[src/rtl/ir_packet_scheduler.sv]
// ir_packet_scheduler: arbitrates 10 Hz IR slots between two command sources and supervises the transmitter handshake
module ir_packet_scheduler #(
  parameter int CMD_WIDTH = 4,
  parameter logic [CMD_WIDTH-1:0] IDLE_CMD = '0,
  parameter int TIMEOUT_CYCLES = 1000000,
  parameter int STARVE_LIMIT = 3,
  parameter int CNT_WIDTH = 16
) (
  input  logic                 CLK,
  input  logic                 RESET,
  input  logic                 TICK,
  input  logic                 REQ_A,
  input  logic [CMD_WIDTH-1:0] CMD_A,
  input  logic                 REQ_B,
  input  logic [CMD_WIDTH-1:0] CMD_B,
  input  logic                 TX_DONE,
  output logic                 TX_START,
  output logic [CMD_WIDTH-1:0] TX_CMD,
  output logic [1:0]           GRANT,
  output logic                 OVERRUN,
  output logic                 TIMEOUT_ERR,
  output logic [CNT_WIDTH-1:0] SENT_COUNT
);
  localparam int WD_W = $clog2(TIMEOUT_CYCLES + 1);
  localparam int SV_W = $clog2(STARVE_LIMIT + 1);
  typedef enum logic [1:0] {IDLE, ARB, START, WAIT} state_t;
  state_t state;
  logic pending;
  logic [SV_W-1:0] starve;
  logic [WD_W-1:0] watchdog;
  logic b_win, a_win;
  // B takes the slot when A is absent or after A has starved it for STARVE_LIMIT slots
  always_comb begin
    b_win = REQ_B & (~REQ_A | (starve == SV_W'(STARVE_LIMIT)));
    a_win = ~b_win & REQ_A;
  end
  assign TX_START = (state == START);
  // slot sequencer: queues at most one early tick, arbitrates, then watches the transmitter
  always_ff @(posedge CLK or negedge RESET) begin
    if (!RESET) begin
      state       <= IDLE;
      TX_CMD      <= IDLE_CMD;
      GRANT       <= 2'b00;
      OVERRUN     <= 1'b0;
      TIMEOUT_ERR <= 1'b0;
      SENT_COUNT  <= '0;
      pending     <= 1'b0;
      starve      <= '0;
      watchdog    <= '0;
    end else begin
      OVERRUN     <= 1'b0;
      TIMEOUT_ERR <= 1'b0;
      if (TICK && state != IDLE) begin
        if (pending) OVERRUN <= 1'b1;
        else pending <= 1'b1;
      end
      case (state)
        IDLE: if (TICK || pending) begin
          state   <= ARB;
          pending <= 1'b0;
        end
        ARB: begin
          state  <= START;
          TX_CMD <= b_win ? CMD_B : a_win ? CMD_A : IDLE_CMD;
          GRANT  <= b_win ? 2'b10 : a_win ? 2'b01 : 2'b00;
          starve <= (a_win && REQ_B) ? starve + 1'b1 : '0;
        end
        START: begin
          state    <= WAIT;
          watchdog <= '0;
        end
        default: if (TX_DONE) begin
          state <= IDLE;
          if (~&SENT_COUNT) SENT_COUNT <= SENT_COUNT + 1'b1;
        end else if (watchdog == WD_W'(TIMEOUT_CYCLES - 1)) begin
          state       <= IDLE;
          TIMEOUT_ERR <= 1'b1;
        end else watchdog <= watchdog + 1'b1;
      endcase
    end
  end
endmodule

[config.mk]
export PLATFORM = sky130hd
export DESIGN_NAME = ir_packet_scheduler
export DESIGN_NICKNAME = d
export VERILOG_FILES = /design/src/rtl/ir_packet_scheduler.sv
export SDC_FILE = /design/constraint.sdc
export NUM_CORES = 1
export LEC_CHECK = 0
export BUFFER_PORTS_ARGS = -buffer_cell sky130_fd_sc_hd__buf_2
export CORE_ASPECT_RATIO = 1.25
export CORE_MARGIN = 10
export CORE_UTILIZATION = 45
export CTS_CLUSTER_DIAMETER = 40
export CTS_CLUSTER_SIZE = 28
export DETAILED_ROUTE_END_ITERATION = 8
export PLACE_DENSITY = 0.77
export SLEW_MARGIN = 20
export SYNTH_ARGS = -nofsm -noshare
export SYNTH_HDL_FRONTEND = slang
export SYNTH_SLANG_ARGS = --single-unit
[constraint.sdc]
create_clock -name CLK -period 4.61 [get_ports CLK]
set_input_delay 1.383 -clock CLK [delete_from_list [all_inputs] [get_ports CLK]]
set_output_delay 1.383 -clock CLK [all_outputs]
set_load 0.1 [all_outputs]
==> load_flow_metrics.sql <==
INSERT INTO impl_metrics (metric_group, metric, value, unit) VALUES
('floorplanning', 'die_w', '87.3', 'µm'),
('clock_network', 'htree_levels', '2', ''),
('sta', 'fmax', '300', 'MHz'),
('sta', 'aggregate_negative_setup_slack', '0', 'ns'),
('global_route', 'grt_remaining_overflow', '0', ''),
('floorplanning', 'design.die.area', '9080', 'µm²'),
('floorplanning', 'initial_core_util', '46.8', '%'),
('min_path', 'hp-class', 'register to register', ''),
('critical_path', 'startpoint_of_the_worst_register_to_register_path', 'state[0]', ''),
('logic_synthesis', 'asyncSetResetFlopFracSynth', '100', '%'),
('routing', 'drt_pre_antenna_iters', '4', ''),
('finish', 'area_growth_syn_to_layout', '12.8', '%'),
('logic_synthesis', 'syn-mean-instance-area', '9.90', 'µm²'),
('floorplanning', 'core_area', '5440', 'µm²'),
('clock_network', 'cts-buffers-inserted', '5', ''),
('placed_design', 'dpl_cell_area', '2770', 'µm²'),
('clock_network', 'clk_pin_slew_worst_setup_hold_paths', '0.10', 'ns'),
('clock_network', 'cts_resized', '0', ''),
('sta', 'final_period_minus_worst_setup_slack', '3.33', 'ns'),
('logic_synthesis', 'synth_enable_flop_cells', '0', ''),
('clock_network', 'clock_insertion_delay_at_the_later_pin_of_the_skew_report', '0.31', 'ns'),
('routing', 'vias_per_cell', '5.81', ''),
('sta', 'worst_slew_pin_slew', '0.762', 'ns'),
('critical_path', 'rrSetupSlack', '2.19', 'ns'),
('min_path', 'startpoint_of_the_tightest_hold_check_path', 'GRANT[1]', ''),
('routing', 'route.detailed.wl_per_inst', '15.4', 'µm'),
('finish', 'fin_nets', '315', ''),
('critical_path', 'slowest_delay', '0.56', 'ns'),
('logic_synthesis', 'total_nets_after_synthesis', '278', ''),
('clock_network', 'cts_num_sinks', '49', ''),
('sta', 'skew', '0.0144', 'ns'),
('global_route', 'antenna_violations_before_repair', '0', ''),
('placed_design', 'gp_congestion', '0.891', ''),
('finish', 'filler_cells_inserted', '468', ''),
('status', 'status', 'finished clean', ''),
('placed_design', 'dpl_worst_slack', '1.62', 'ns'),
('critical_path', 'crit_buf_inv', '2', ''),
('routing', 'drt-initial-drc-count', '163', ''),
('placed_design', 'post-place-cells', '351', ''),
('critical_path', 'worst-endpoint-required', '3.23', 'ns'),
('critical_path', 'setup.worst_path.start', 'state[0]', ''),
('clock_network', 'post_cts_repair_setup_buffers', '0', ''),
('critical_path', 'timing.critical_path.slowest_stage_cell', 'sky130_fd_sc_hd__ha_1', ''),
('logic_synthesis', 'synth.lib_cells_used.distinct', '51', ''),
('global_route', 'grt_pass1_wl', '9340', 'µm'),
('floorplanning', 'die_height', '104', 'µm'),
('clock_network', 'clk_root_buffer_cell', 'sky130_fd_sc_hd__clkbuf_8', ''),
('logic_synthesis', 'synthesis.area', '2540', 'µm²'),
('sta', 'final-setup-viol-count', '0', ''),
('critical_path', 'cp-start-kind', 'register', ''),
('pwr', 'power.static_leakage', '1.37', 'nW'),
('finish', 'post_route_cells_drive_above_1_share', '18.6', '%'),
('clock_network', 'clock_tree_from_tritoncts', 'built', ''),
('critical_path', 'worst-path-max-fanout', '20', ''),
('pwr', 'pwr_density_cell', '581', 'nW/µm²'),
('run', 'cap_viol_max_count', '0', ''),
('clock_network', 'ctsHoldBuffers', '0', ''),
('logic_synthesis', 'ys_seq_area_share', '48.2', '%'),
('routing', 'routed_wl', '5540', 'µm'),
('critical_path', 'cpLargestDelayFamily', 'buffers and inverters', ''),
('global_route', 'total_routing_usage_gr', '12.3', '%'),
('logic_synthesis', 'synth.largest_area_cell', 'sky130_fd_sc_hd__dfrtp_1', ''),
('finish', 'utilization', '52.8', '%'),
('finish', 'layout.cells.non_filler', '359', ''),
('global_route', 'pin_count_of_the_biggest_net_entering_global_routing', '50', ''),
('logic_synthesis', 'netlist_instances', '257', ''),
('logic_synthesis', 'synth_top_area_share', '48.2', '%'),
('sta', 'setup_repair_after_global_routing_missed_its_margin', 'no', ''),
('pwr', 'power.ir.vdd_worst', '484', 'µV'),
('sta', 'layout_worst_path_cycle_share', '72.2', '%'),
('sta', 'report.final.hold_viol_count', '0', '');
area by class of cell:
class                   instances  area (µm²)  area share [%]
repair buffers                 38         193            6.71
well taps                      64        80.1            2.79
inverters                      14        52.6            1.83
flip-flops and latches         49        1230            42.7
clock inverters                 2        17.5           0.610
multi-input cells             186        1220            42.5
clock buffers                   6        82.6            2.88
cells by family (layout without fill, tap and decap cells):
group | after synthesis | in the layout | share of synthesized area (%)
and+or+nand+nor | 100 | 100 | 21.6
xor gates and xnor gates | 14 | 14 | 4.82
muxes | 3 | 3 | 1.43
buffers and inverters | 22 | 60 | 3.88
DFF | 49 | 49 | 48.2
adders and majority gates | 7 | 7 | 3.44
AOI/OAI and AO/OA | 62 | 62 | 16.6
metal layers:
layer | vias to the layer above | GRT usage (%) | share of wire [%]
li1 | 1008 | - | -
met3 | 10 | 3.68 | 5.2
met2 | 44 | 20.7 | 51
met1 | 1023 | 14.0 | 43
met5 | - | 0 | 0
met4 | 0 | 4.34 | 1.7
layout by cell type, fill, tap and decap left out, types with 3 or more instances in the layout:
cell | netlist | routed
sky130_fd_sc_hd__xor2_1 | 4 | 4
sky130_fd_sc_hd__nor4_1 | 4 | 4
sky130_fd_sc_hd__clkbuf_8 | 0 | 6
sky130_fd_sc_hd__a21o_1 | 5 | 5
sky130_fd_sc_hd__and4_1 | 4 | 4
sky130_fd_sc_hd__ha_1 | 7 | 7
sky130_fd_sc_hd__a31oi_1 | 5 | 5
sky130_fd_sc_hd__nand2_1 | 24 | 24
sky130_fd_sc_hd__xnor2_1 | 10 | 10
sky130_fd_sc_hd__o31ai_1 | 4 | 4
sky130_fd_sc_hd__o21ai_0 | 22 | 22
sky130_fd_sc_hd__a22oi_1 | 4 | 4
sky130_fd_sc_hd__nand4_1 | 9 | 9
sky130_fd_sc_hd__and3_1 | 3 | 3
sky130_fd_sc_hd__a21oi_1 | 5 | 5
sky130_fd_sc_hd__nor2_1 | 21 | 21
sky130_fd_sc_hd__inv_1 | 14 | 14
sky130_fd_sc_hd__dfrtp_1 | 49 | 49
sky130_fd_sc_hd__nand3_1 | 14 | 14
sky130_fd_sc_hd__nor3_1 | 8 | 8
sky130_fd_sc_hd__buf_2 | 3 | 37
sequential cells by signal (all words and copies together), names as in the netlist:
register	count
pending	1
watchdog	20
TX_CMD	4
starve	2
TIMEOUT_ERR	1
GRANT	2
state	2
OVERRUN	1
SENT_COUNT	16
synthesized netlist by cell type (5+ instances only):
cell and n:
sky130_fd_sc_hd__ha_1 7, sky130_fd_sc_hd__xnor2_1 10, sky130_fd_sc_hd__o21ai_0 22, sky130_fd_sc_hd__a31oi_1 5
sky130_fd_sc_hd__a21o_1 5, sky130_fd_sc_hd__nor2_1 21, sky130_fd_sc_hd__dfrtp_1 49, sky130_fd_sc_hd__nand3_1 14
sky130_fd_sc_hd__nor3_1 8, sky130_fd_sc_hd__a21oi_1 5, sky130_fd_sc_hd__nand4_1 9, sky130_fd_sc_hd__nand2_1 24
sky130_fd_sc_hd__inv_1 14
final timing paths:
check,endpoint,cells after the start
setup / recovery,TX_START,3
hold / removal,GRANT[1],1
setup reg to reg,state[1],7
hold reg to reg,GRANT[1],1
max in group asynchronous,watchdog[5],1
min in group asynchronous,watchdog[10],1
worst register-to-register path, stage by stage, from the launching register on:
cell and delay [ns]:
sky130_fd_sc_hd__dfrtp_1 0.43, sky130_fd_sc_hd__inv_1 0.09, sky130_fd_sc_hd__ha_1 0.56, sky130_fd_sc_hd__inv_1 0.30, sky130_fd_sc_hd__nand3_1 0.18, sky130_fd_sc_hd__a21o_1 0.36
sky130_fd_sc_hd__nand2_4 0.08, sky130_fd_sc_hd__mux2_4 0.30
report_power, final:
part	leakage, nW	switching (mW)	total (mW)	internal [mW]
logic	0.666	0.628	0.807	0.179
registers	0.650	0.0729	0.584	0.511
clock network	0.0518	0.152	0.276	0.125
through the flow:
| step | power (mW) | hold WS, ns |
|---|---|---|
| after floorplan | 1.26 | 0.449 |
| after global placement | 1.39 | 0.461 |
| after detailed placement | 1.41 | 0.474 |
| after CTS | 1.68 | 0.491 |
| after global routing | 1.77 | 0.509 |
| final | 1.67 | 0.492 |
Note: power is estimated with default switching activity, not from simulation.
